--- config.mk ---
export PLATFORM = sky130hd
export DESIGN_NAME = lsu_mem_access_flat
export DESIGN_NICKNAME = d
export VERILOG_FILES = /design/src/rtl/lsu_mem_access_if.sv /design/src/rtl/lsu_mem_access.sv /design/src/flat_wrapper.sv
export SDC_FILE = /design/constraint.sdc
export NUM_CORES = 1
export LEC_CHECK = 0
export ABC_AREA = 1
export CORE_MARGIN = 1.5
export CORE_UTILIZATION = 44
export DETAILED_ROUTE_END_ITERATION = 7
export PLACE_DENSITY = 0.79
export RECOVER_POWER = 100
export SLEW_MARGIN = 20
export SYNTH_ARGS = -nofsm -noshare
export SYNTH_HDL_FRONTEND = slang
export SYNTH_SLANG_ARGS = --single-unit
--- constraint.sdc ---
create_clock -name clk -period 1.7 [get_ports clk]
set_input_delay 0.255 -clock clk [delete_from_list [all_inputs] [get_ports clk]]
set_output_delay 0.255 -clock clk [all_outputs]
set_load 0.05 [all_outputs]
--- src/rtl/lsu_mem_access_if.sv ---
// Data-memory bus between the load/store unit and memory.
// One request is outstanding at a time. mem_req is held high until mem_ack
// arrives or the LSU gives up on the access. mem_rdata is valid in the
// same cycle as mem_ack.
//   master : LSU side. It drives the request, write enable, address, strobes
//            and write data, and receives ack and read data.
//   slave  : memory side.
interface lsu_mem_access_if #(
  parameter int ADDR_W = 32
);
  logic              mem_req;
  logic              mem_we;
  logic [ADDR_W-1:0] mem_addr;
  logic [3:0]        mem_wstrb;
  logic [31:0]       mem_wdata;
  logic              mem_ack;
  logic [31:0]       mem_rdata;

  modport master (
    output mem_req, mem_we, mem_addr, mem_wstrb, mem_wdata,
    input  mem_ack, mem_rdata
  );

  modport slave (
    input  mem_req, mem_we, mem_addr, mem_wstrb, mem_wdata,
    output mem_ack, mem_rdata
  );
endinterface

--- src/rtl/lsu_mem_access.sv ---
// Load/store unit placed after the execute stage.
// It takes one memory operation at a time: the effective address, the store
// data and a width/sign code. It runs a single bus access through the bus
// interface and returns either an extended load result or a store completion
// on the writeback port.
// Ports:
//   clk, rst_n        : clock and synchronous active-low reset
//   req_valid/ready   : operation handshake. req_ready is high only in IDLE.
//   rmem, wmem        : load / store select
//   funct3            : 000 B, 001 H, 010 W, 100 BU, 101 HU
//   addr, wdata       : effective address and store data
//   rd_addr           : load destination register
//   bus               : data-memory bus (master side)
//   wb_*              : one-cycle completion pulse with result
//   stall             : req_valid held off by a busy LSU (combinational)
//   exc_misalign      : pulse for a misaligned or illegal operation
//   exc_bus           : pulse when the bus access times out
module lsu_mem_access #(
  parameter int TIMEOUT = 16,
  parameter int ADDR_W  = 32
) (
  input  logic              clk,
  input  logic              rst_n,
  input  logic              req_valid,
  output logic              req_ready,
  input  logic              rmem,
  input  logic              wmem,
  input  logic [2:0]        funct3,
  input  logic [ADDR_W-1:0] addr,
  input  logic [31:0]       wdata,
  input  logic [4:0]        rd_addr,
  lsu_mem_access_if.master  bus,
  output logic              wb_valid,
  output logic              wb_we,
  output logic [4:0]        wb_rd,
  output logic [31:0]       wb_data,
  output logic              stall,
  output logic              exc_misalign,
  output logic              exc_bus
);

  localparam int CNT_W = (TIMEOUT > 2) ? $clog2(TIMEOUT) : 1;

  typedef enum logic [1:0] {IDLE, BUSY, DONE} state_t;

  state_t            state_reg, state_next;
  logic [CNT_W-1:0]  cnt_reg, cnt_next;

  // Operation fields captured at accept and used when the access completes.
  logic              rmem_reg, rmem_next;
  logic [2:0]        funct3_reg, funct3_next;
  logic [1:0]        off_reg, off_next;
  logic [4:0]        rd_reg, rd_next;

  logic              mem_req_reg, mem_req_next;
  logic              mem_we_reg, mem_we_next;
  logic [ADDR_W-1:0] mem_addr_reg, mem_addr_next;
  logic [3:0]        mem_wstrb_reg, mem_wstrb_next;
  logic [31:0]       mem_wdata_reg, mem_wdata_next;

  logic              wb_valid_reg, wb_valid_next;
  logic              wb_we_reg, wb_we_next;
  logic [4:0]        wb_rd_reg, wb_rd_next;
  logic [31:0]       wb_data_reg, wb_data_next;
  logic              exc_misalign_reg, exc_misalign_next;
  logic              exc_bus_reg, exc_bus_next;

  // An operation is rejected for any of these reasons: it is neither a load
  // nor a store, or it is both; it uses a reserved width code; it is a store
  // with an unsigned width code; or its address is not aligned to its size.
  logic op_illegal;
  logic op_misalign;
  logic op_reject;

  assign op_illegal  = (rmem == wmem) || (funct3 == 3'b011) ||
                       (funct3[2:1] == 2'b11) || (wmem && funct3[2]);
  assign op_misalign = ((funct3[1:0] == 2'b01) && addr[0]) ||
                       ((funct3[1:0] == 2'b10) && (addr[1:0] != 2'b00));
  assign op_reject   = op_illegal || op_misalign;

  // Store data is copied into every byte lane. The memory only writes the
  // lanes that the strobes select, so the replication is harmless.
  logic [3:0][7:0] st_lane;
  logic [31:0]     st_data;
  logic [3:0]      st_strb;

  for (genvar gi = 0; gi < 4; gi++) begin : g_st_lane
    always_comb begin
      case (funct3[1:0])
        2'b00:   st_lane[gi] = wdata[7:0];
        2'b01:   st_lane[gi] = wdata[8*(gi%2) +: 8];
        default: st_lane[gi] = wdata[8*gi +: 8];
      endcase
    end
  end
  assign st_data = st_lane;

  always_comb begin
    case (funct3[1:0])
      2'b00:   st_strb = 4'b0001 << addr[1:0];
      2'b01:   st_strb = 4'b0011 << addr[1:0];
      default: st_strb = 4'b1111;
    endcase
  end

  // Load result: bring the addressed byte or halfword down to bit 0, then
  // extend it.
  logic [31:0] ld_shift;
  logic [31:0] ld_data;

  assign ld_shift = bus.mem_rdata >> {off_reg, 3'b000};

  always_comb begin
    case (funct3_reg)
      3'b000:  ld_data = {{24{ld_shift[7]}}, ld_shift[7:0]};
      3'b001:  ld_data = {{16{ld_shift[15]}}, ld_shift[15:0]};
      3'b100:  ld_data = {24'd0, ld_shift[7:0]};
      3'b101:  ld_data = {16'd0, ld_shift[15:0]};
      default: ld_data = ld_shift;
    endcase
  end

  always_comb begin
    state_next        = state_reg;
    cnt_next          = cnt_reg;
    rmem_next         = rmem_reg;
    funct3_next       = funct3_reg;
    off_next          = off_reg;
    rd_next           = rd_reg;
    mem_req_next      = mem_req_reg;
    mem_we_next       = mem_we_reg;
    mem_addr_next     = mem_addr_reg;
    mem_wstrb_next    = mem_wstrb_reg;
    mem_wdata_next    = mem_wdata_reg;
    wb_valid_next     = 1'b0;
    wb_we_next        = 1'b0;
    wb_rd_next        = wb_rd_reg;
    wb_data_next      = wb_data_reg;
    exc_misalign_next = 1'b0;
    exc_bus_next      = 1'b0;

    case (state_reg)
      IDLE: begin
        if (req_valid) begin
          if (op_reject) begin
            // Report the rejection on the writeback port without touching
            // the bus, so that the pipeline can retire the instruction.
            exc_misalign_next = 1'b1;
            wb_valid_next     = 1'b1;
            wb_rd_next        = rd_addr;
            wb_data_next      = 32'd0;
          end else begin
            rmem_next      = rmem;
            funct3_next    = funct3;
            off_next       = addr[1:0];
            rd_next        = rd_addr;
            mem_req_next   = 1'b1;
            mem_we_next    = wmem;
            mem_addr_next  = {addr[ADDR_W-1:2], 2'b00};
            mem_wstrb_next = wmem ? st_strb : 4'b0000;
            mem_wdata_next = st_data;
            cnt_next       = '0;
            state_next     = BUSY;
          end
        end
      end

      BUSY: begin
        // The ack is tested before the timeout. If both happen in the same
        // cycle, the access completes normally.
        if (bus.mem_ack) begin
          mem_req_next  = 1'b0;
          wb_valid_next = 1'b1;
          wb_we_next    = rmem_reg;
          wb_rd_next    = rd_reg;
          wb_data_next  = rmem_reg ? ld_data : 32'd0;
          state_next    = DONE;
        end else if (cnt_reg == CNT_W'(TIMEOUT - 1)) begin
          mem_req_next  = 1'b0;
          exc_bus_next  = 1'b1;
          wb_valid_next = 1'b1;
          wb_rd_next    = rd_reg;
          wb_data_next  = 32'd0;
          cnt_next      = '0;
          state_next    = IDLE;
        end else begin
          cnt_next = cnt_reg + CNT_W'(1);
        end
      end

      DONE: begin
        state_next = IDLE;
      end

      default: begin
        state_next = IDLE;
      end
    endcase
  end

  always_ff @(posedge clk) begin
    if (!rst_n) begin
      state_reg        <= IDLE;
      cnt_reg          <= '0;
      rmem_reg         <= 1'b0;
      funct3_reg       <= 3'd0;
      off_reg          <= 2'd0;
      rd_reg           <= 5'd0;
      mem_req_reg      <= 1'b0;
      mem_we_reg       <= 1'b0;
      mem_addr_reg     <= '0;
      mem_wstrb_reg    <= 4'd0;
      mem_wdata_reg    <= 32'd0;
      wb_valid_reg     <= 1'b0;
      wb_we_reg        <= 1'b0;
      wb_rd_reg        <= 5'd0;
      wb_data_reg      <= 32'd0;
      exc_misalign_reg <= 1'b0;
      exc_bus_reg      <= 1'b0;
    end else begin
      state_reg        <= state_next;
      cnt_reg          <= cnt_next;
      rmem_reg         <= rmem_next;
      funct3_reg       <= funct3_next;
      off_reg          <= off_next;
      rd_reg           <= rd_next;
      mem_req_reg      <= mem_req_next;
      mem_we_reg       <= mem_we_next;
      mem_addr_reg     <= mem_addr_next;
      mem_wstrb_reg    <= mem_wstrb_next;
      mem_wdata_reg    <= mem_wdata_next;
      wb_valid_reg     <= wb_valid_next;
      wb_we_reg        <= wb_we_next;
      wb_rd_reg        <= wb_rd_next;
      wb_data_reg      <= wb_data_next;
      exc_misalign_reg <= exc_misalign_next;
      exc_bus_reg      <= exc_bus_next;
    end
  end

  assign req_ready     = (state_reg == IDLE);
  assign stall         = req_valid && !req_ready;
  assign bus.mem_req   = mem_req_reg;
  assign bus.mem_we    = mem_we_reg;
  assign bus.mem_addr  = mem_addr_reg;
  assign bus.mem_wstrb = mem_wstrb_reg;
  assign bus.mem_wdata = mem_wdata_reg;
  assign wb_valid      = wb_valid_reg;
  assign wb_we         = wb_we_reg;
  assign wb_rd         = wb_rd_reg;
  assign wb_data       = wb_data_reg;
  assign exc_misalign  = exc_misalign_reg;
  assign exc_bus       = exc_bus_reg;

endmodule
--- src/flat_wrapper.sv ---
// flat-port wrapper written by rule: the top's interface ports become plain ports
module lsu_mem_access_flat 
#(
  parameter int TIMEOUT = 16,
  parameter int ADDR_W  = 32
)
  (clk, rst_n, req_valid, req_ready, rmem, wmem, funct3, addr, wdata, rd_addr, wb_valid, wb_we, wb_rd, wb_data, stall, exc_misalign, exc_bus, bus_mem_req, bus_mem_we, bus_mem_addr, bus_mem_wstrb, bus_mem_wdata, bus_mem_ack, bus_mem_rdata);
  lsu_mem_access_if #(.ADDR_W(ADDR_W)) bus_i ();
  input  logic clk;
  input  logic rst_n;
  input  logic req_valid;
  output logic req_ready;
  input  logic rmem;
  input  logic wmem;
  input  logic [2:0] funct3;
  input  logic [ADDR_W-1:0] addr;
  input  logic [31:0] wdata;
  input  logic [4:0] rd_addr;
  output logic wb_valid;
  output logic wb_we;
  output logic [4:0] wb_rd;
  output logic [31:0] wb_data;
  output logic stall;
  output logic exc_misalign;
  output logic exc_bus;
  output wire logic [$bits(bus_i.mem_req)-1:0] bus_mem_req;
  output wire logic [$bits(bus_i.mem_we)-1:0] bus_mem_we;
  output wire logic [$bits(bus_i.mem_addr)-1:0] bus_mem_addr;
  output wire logic [$bits(bus_i.mem_wstrb)-1:0] bus_mem_wstrb;
  output wire logic [$bits(bus_i.mem_wdata)-1:0] bus_mem_wdata;
  input wire logic [$bits(bus_i.mem_ack)-1:0] bus_mem_ack;
  input wire logic [$bits(bus_i.mem_rdata)-1:0] bus_mem_rdata;
  assign bus_mem_req = bus_i.mem_req;
  assign bus_mem_we = bus_i.mem_we;
  assign bus_mem_addr = bus_i.mem_addr;
  assign bus_mem_wstrb = bus_i.mem_wstrb;
  assign bus_mem_wdata = bus_i.mem_wdata;
  assign bus_i.mem_ack = bus_mem_ack;
  assign bus_i.mem_rdata = bus_mem_rdata;
  lsu_mem_access #(.TIMEOUT(TIMEOUT), .ADDR_W(ADDR_W)) u_core (.clk(clk), .rst_n(rst_n), .req_valid(req_valid), .req_ready(req_ready), .rmem(rmem), .wmem(wmem), .funct3(funct3), .addr(addr), .wdata(wdata), .rd_addr(rd_addr), .bus(bus_i), .wb_valid(wb_valid), .wb_we(wb_we), .wb_rd(wb_rd), .wb_data(wb_data), .stall(stall), .exc_misalign(exc_misalign), .exc_bus(exc_bus));
endmodule
* After elaboration in Yosys (flattened, before gate mapping)
Cells that the tools add are included.
Operators by class: add/sub/neg operators 1, equality and inequality tests 15, shifts and indexed selects 3, muxes and demuxes 37, bitwise gates (word level) 3, reductions and logical operators 24
Operator list (count):
- 32-bit 2-to-1 mux | 5
- 32-bit one-hot mux with 4 select lines | 1
- 32-bit one-hot mux with 2 select lines | 1
- 32-bit by 5-bit >> shifter with 32-bit output | 1
- 4-bit 2-to-1 mux | 5
- 5-bit 2-to-1 mux | 4
- 8-bit 2-to-1 mux | 2
- 4-bit one-hot mux with 2 select lines | 2
- 8-bit one-hot mux with 2 select lines | 1
- 4-bit AND reduction | 3
- 5-bit one-hot mux with 2 select lines | 1
- 3-bit AND reduction | 3
- 1-bit 2-to-1 mux | 8
- 2-bit 2-to-1 mux | 4
- 2-bit inequality test (second input constant) | 4
- 3-bit equality test (second input constant) | 2
- 1-bit logical OR | 5
- 4-bit by 1-bit adder with 4-bit output (second input constant) | 1
- 2-bit by 1-bit equality test with 1-bit output (second input constant) | 2
- 2-bit equality test (second input constant) | 2
- 4-bit equality test (second input constant) | 1
- 1-bit logical AND | 4
- 2-bit zero test | 2
- 1-bit one-hot mux with 2 select lines | 2
- 14 further kinds | 17
Storage, ports and cells: flip-flop bits (word level) 126, bits of input ports 110

* Logic depth before layout (Yosys ltp)
depth after elaboration 8, gate-level depth with buffers 11, depth with buffers taken out 10

* Least setup slack after synthesis
OpenSTA, ideal clock, no wires.
path type register to register, start point register u_core.state_reg[1], end point register u_core.mem_wdata_reg[24] (netlist: u_core.bus.mem_wdata[24]), setup time 0.111 ns, arrival time 1.673 ns, data required time 1.589 ns, setup slack -0.084 ns, cell stages (with the launch flop) 9, buffers on the path 2, cells stage by stage dfxtp_1 -> nor2_2 -> inv_2 -> nor2_4 -> buf_6 -> buf_4 -> nand2_1 -> nand2_1 -> nor2_1
On the way: longest elaborated chain between the ends 2
Ends and longest elaborated chain:
- start, declared | line lsu_mem_access.sv:46 | state_t state_reg, state_next;
- start signal, assigned | line lsu_mem_access.sv:221 | state_reg <= state_next;
- 2-bit zero test
- named net req_ready | line flat_wrapper.sv:12 | output logic req_ready;
- 3-bit AND reduction (no line)
- end signal, assigned | line lsu_mem_access.sv:231 | mem_wdata_reg <= mem_wdata_next;
- end, declared | line lsu_mem_access.sv:59 | logic [31:0] mem_wdata_reg, mem_wdata_next;
The timed path passes the listed nets, and every way through them passes these cells. A chain may end at the register's enable or synchronous reset.

* Final worst setup path
start point register u_core.state_reg[1], end point output stall
On the way: longest elaborated chain between the ends 3
Ends and longest elaborated chain:
- 2-bit zero test | line lsu_mem_access.sv:241 | assign req_ready = (state_reg == IDLE);
- 1-bit zero test | line lsu_mem_access.sv:242 | assign stall = req_valid && !req_ready;
- 1-bit logical AND | line lsu_mem_access.sv:242
- end, declared | line flat_wrapper.sv:23 | output logic stall;
No other way between the ends.

==> out/results.txt <==
The flow ran to the end, and the final reports show no timing, DRC or antenna violations. The logs give 3.517 nW for the cell leakage power and 58 for the pin count of the biggest net entering global routing. Detailed routing inserted a total of 6,321 vias. The worst setup path is launched from a register.

The number of endpoints with negative hold slack in the final report was 0. The logs give 606.9 MHz for the maximum clock frequency and 45.38% for the starting utilization of the core area. For the cts-stage hold buffer count, the log shows 0. The slowest stage of the critical path is the dfxtp_2 cell. Summed over all instances, the cell type with the most area after synthesis is dfxtp_1.

The post-detailed-route count of antenna-violating nets is 0. The setup check on the worst reg-to-reg path leaves a slack of 130 ps. The count of unique library cells instantiated by Yosys is 34, and the xor and xnor area share after synthesis is 0.3034%. Type of destination of the critical path: a primary output. CTS placed an instance of clkbuf_16 at the clock tree root. The source of the worst hold timing path was rst_n.

The share of cells above drive strength 1 came out at 11.56%. 0 antenna diodes ended up in the layout. The transition at the pin with the smallest max-transition slack is 647.9 ps. The number of setup buffers added after CTS is 0. Once layout is complete, the cells apart from fillers number 1,253.

The path with the worst hold slack has its endpoint at u_core.bus.mem_req. Port buffering added 220 buffers. Data arrives at the worst endpoint at 1390 ps. The horizontal extent of the die is 117.5 µm, and the area taken by multi-input logic gates is 2766 µm².

Sequential cells were found to cover 43.69% of the synthesized design area. Walking the worst path, the cells encountered are nor2_4 > buf_4 > nor2_1 > buf_12. The number of violations of the max-capacitance limit was 0; the standard cell core area was 12,720 µm².

The synthesis warning total came out at 0. Synthesis produced a netlist whose cell count is 834. CTS saw 126 sinks. The number of cells traversed by the worst hold path is 3, and the top-level port count is 223. In the synthesized netlist the dominant register cell turns out to be dfxtp_1. Ranked by total cell area, the synthesized netlist is headed by dfxtp_1, nand2_1, nor2_1, o21ai_0, nand3_1.

The tightest slew margin relative to the limit is 56.99%, and the number of cells on the worst reg-to-reg path is 10. Routability-driven placement finished with a final weighted congestion of 0.8951. The die outline area was 13,820 µm²; the routed wire length per instance was 14.60 µm.

Setup violations remaining at the end of the flow were counted as 0. After detailed routing, the number of vias per cell comes to 5.045. The final cycle utilization of the critical path came out at 96.93%. The initial antenna violation count came out at 0. The compound-gate portion of the synthesized area came out at 15.11%.

The tools report the netlist area before placement as 5773 µm². The final clock skew came out at 17.51 ps. The tools report the buffer depth of the longest clock path as 2.

The number of synthesized register bits works out to 126. The layout has 1,207 filler cells. The die is 117.5 µm tall.

The setup TNS was 0 ps. Counting flops with a built-in enable in the synthesized netlist gives 0. The area share of fa/ha/maj cells after synthesis is 0.2167%. Total number of placement rows: 41. The data required time of the worst path was 1440 ps. The share of flip-flops with an asynchronous set or reset is 0%.

After clock tree synthesis, the clock-pin slew on the worst setup and hold paths is 60 ps. Setup repair after global routing left no endpoint under its margin. The average size of a mapped cell is 6.922 µm².

The clock tree synthesis step divided the H-tree into 4 levels. For this run, design rule violations remaining after detail routing come to 0. The run gives 0 as the final count of pins violating max slew. For this design the ratio of total power to cell area is 1029 nW/µm². The worst supply voltage drop on vdd is 0.0006905 V, and the clock insertion delay at the later pin of the skew report is 430 ps.

Across the whole layout, storage elements account for 2525 µm². The logic depth of the worst setup path including buffers is 4, and the wire length after detailed routing is 18,290 µm. The area share of the largest cell type after synthesis works out to 43.69%. The run gives 509 as the number of design-rule violations left by the first detailed-router iteration.

In this run, placement finished with an instance count of 1,219. On the worst path, the slowest cell contributes a delay of 410 ps. Of the total synthesized cell area, the portion taken by AND, OR, NAND and NOR gates is 30.86%.

The biggest fanout along the worst timing path works out to 5. Worst min-delay path category: in -> reg. The share of synthesized area spent on multiplexers is 1.214%. Compared with the post-synthesis result, the final layout area differs by 44.95%. After global routing the overflow that remains totals 0. The pre-antenna-repair detailed-routing pass consisted of 5 iterations. The clock period minus worst slack was 1648 ps; the global-route usage over all layers was 26.23%. The count of nets after finishing is 1,179.

The startpoint identified for the worst register-to-register timing path is u_core.state_reg[0]. The cell family contributing the most delay on the critical path is flip-flops. By area, the combinational part of the netlist is dominated by simple AND/OR/NAND/NOR gates.

The critical path contains buffers and inverters numbering 2 combined. TritonCTS built the clock tree. The via count of the first global-routing pass was 5,975.

In this run the critical register-to-register path is captured at u_core.wb_data[7]. The CTS buffer count was 17. The worst setup path is of the reg -> out kind.

The first global-routing pass estimated 29,230 µm of wire. The HPWL after detailed placement is 13,010 µm.
-- layout make-up --
type | count | area share, %
multi-input cells | 600 | 33.06
inverters | 53 | 2.377
well taps | 172 | 2.572
clock buffers | 20 | 5.577
repair buffers | 270 | 24.04
flip-flops and latches | 126 | 30.17
clock inverters | 12 | 2.198
-- kinds of logic (layout without fill, tap and decap cells) --
group	count (synthesis)	after routing
buffers and inverters	109	355
and+or+nand+nor	428	428
muxes	7	7
adders and majority gates	1	1
AOI/OAI and AO/OA	160	160
xor gates and xnor gates	2	2
other	1	2
DFF	126	126
-- worst max path at each step --
stage | from | end | slack, ps
finish | u_core.state_reg[1] | stall | 50
CTS | u_core.state_reg[1] | stall | 30
global placement | addr[1] | u_core.bus.mem_addr[2] | -270
detailed placement | wmem | u_core.bus.mem_addr[20] | -310
floorplan | u_core.state_reg[1] | u_core.bus.mem_wdata[24] | 140
global route | u_core.state_reg[1] | stall | 0.5
-- synth_stat cells (3+ instances only) --
cell and number:
dfxtp_1 126, mux2i_1 7, buf_6 7, buf_4 5, buf_1 3, o21ai_0 86, nand3_1 57, a21oi_1 52
nor2_1 154, a221oi_1 8, nand2_1 197, nor2_4 5, buf_2 10, clkbuf_1 31, inv_2 6, inv_1 47
a21oi_2 10
-- per-stage QoR --
step,cell area [µm²],setup slack [ps],hold slack (ps),utilization [%],power [mW]
final,8368,52.22,256.0,65.77,8.614
after global routing,8368,0.5037,260.8,65.77,8.959
after CTS,8763,26.61,244.2,68.88,8.747
after detailed placement,8110,-309.0,447.9,63.75,4.777
after global placement,8110,-270.6,448.0,63.75,4.773
after floorplan,5782,141.3,333.5,-,4.119
-- tightest hold or removal path: cells and delay by family --
family	cells	cell delay (ps)
AO/OA/AOI/OAI	1	130
buffers and inverters	2	260
-- placed cells by master, fill, tap and decap left out, drive strengths merged --
cell and count:
dlygate4sd2 1, or2 3, bufinv 4, ha 1, buf 51, a31oi 1
conb 2, clkbuf 130, nand2 199, a21oi 62, clkinvlp 2, inv 54
nor4 1, dfxtp 126, clkinv 5, xor2 1, dlymetal6s2s 1, a221oi 8
clkdlybuf4s50 107, nor3 2, o21ai 88, nand4 3, o21a 1, nand3 58
nor2 161, mux2i 7, nand3b 1, xnor2 1
-- repair_timing --
action,CTS,global route
setup endpoints to repair,3,40
gates resized for setup,3,8
cloned,0,2
pin swaps,0,3
-- report_power, final --
part           switching [mW]  internal, mW
Sequential             0.0676          3.07
Combinational           0.967         0.550
Clock                    1.38          2.58
Total                    2.41          6.20
-- metal layers --
layer / vias up / GRT usage, % / share of wire [%]
li1: 3137 / - / -
met1: 2888 / 31.48 / 41
met2: 272 / 43.20 / 48
met3: 24 / 9.205 / 8.7
met4: 0 / 10.06 / 1.9
met5: - / 0 / 0
No activity file was read; power rests on OpenSTA's default activity.
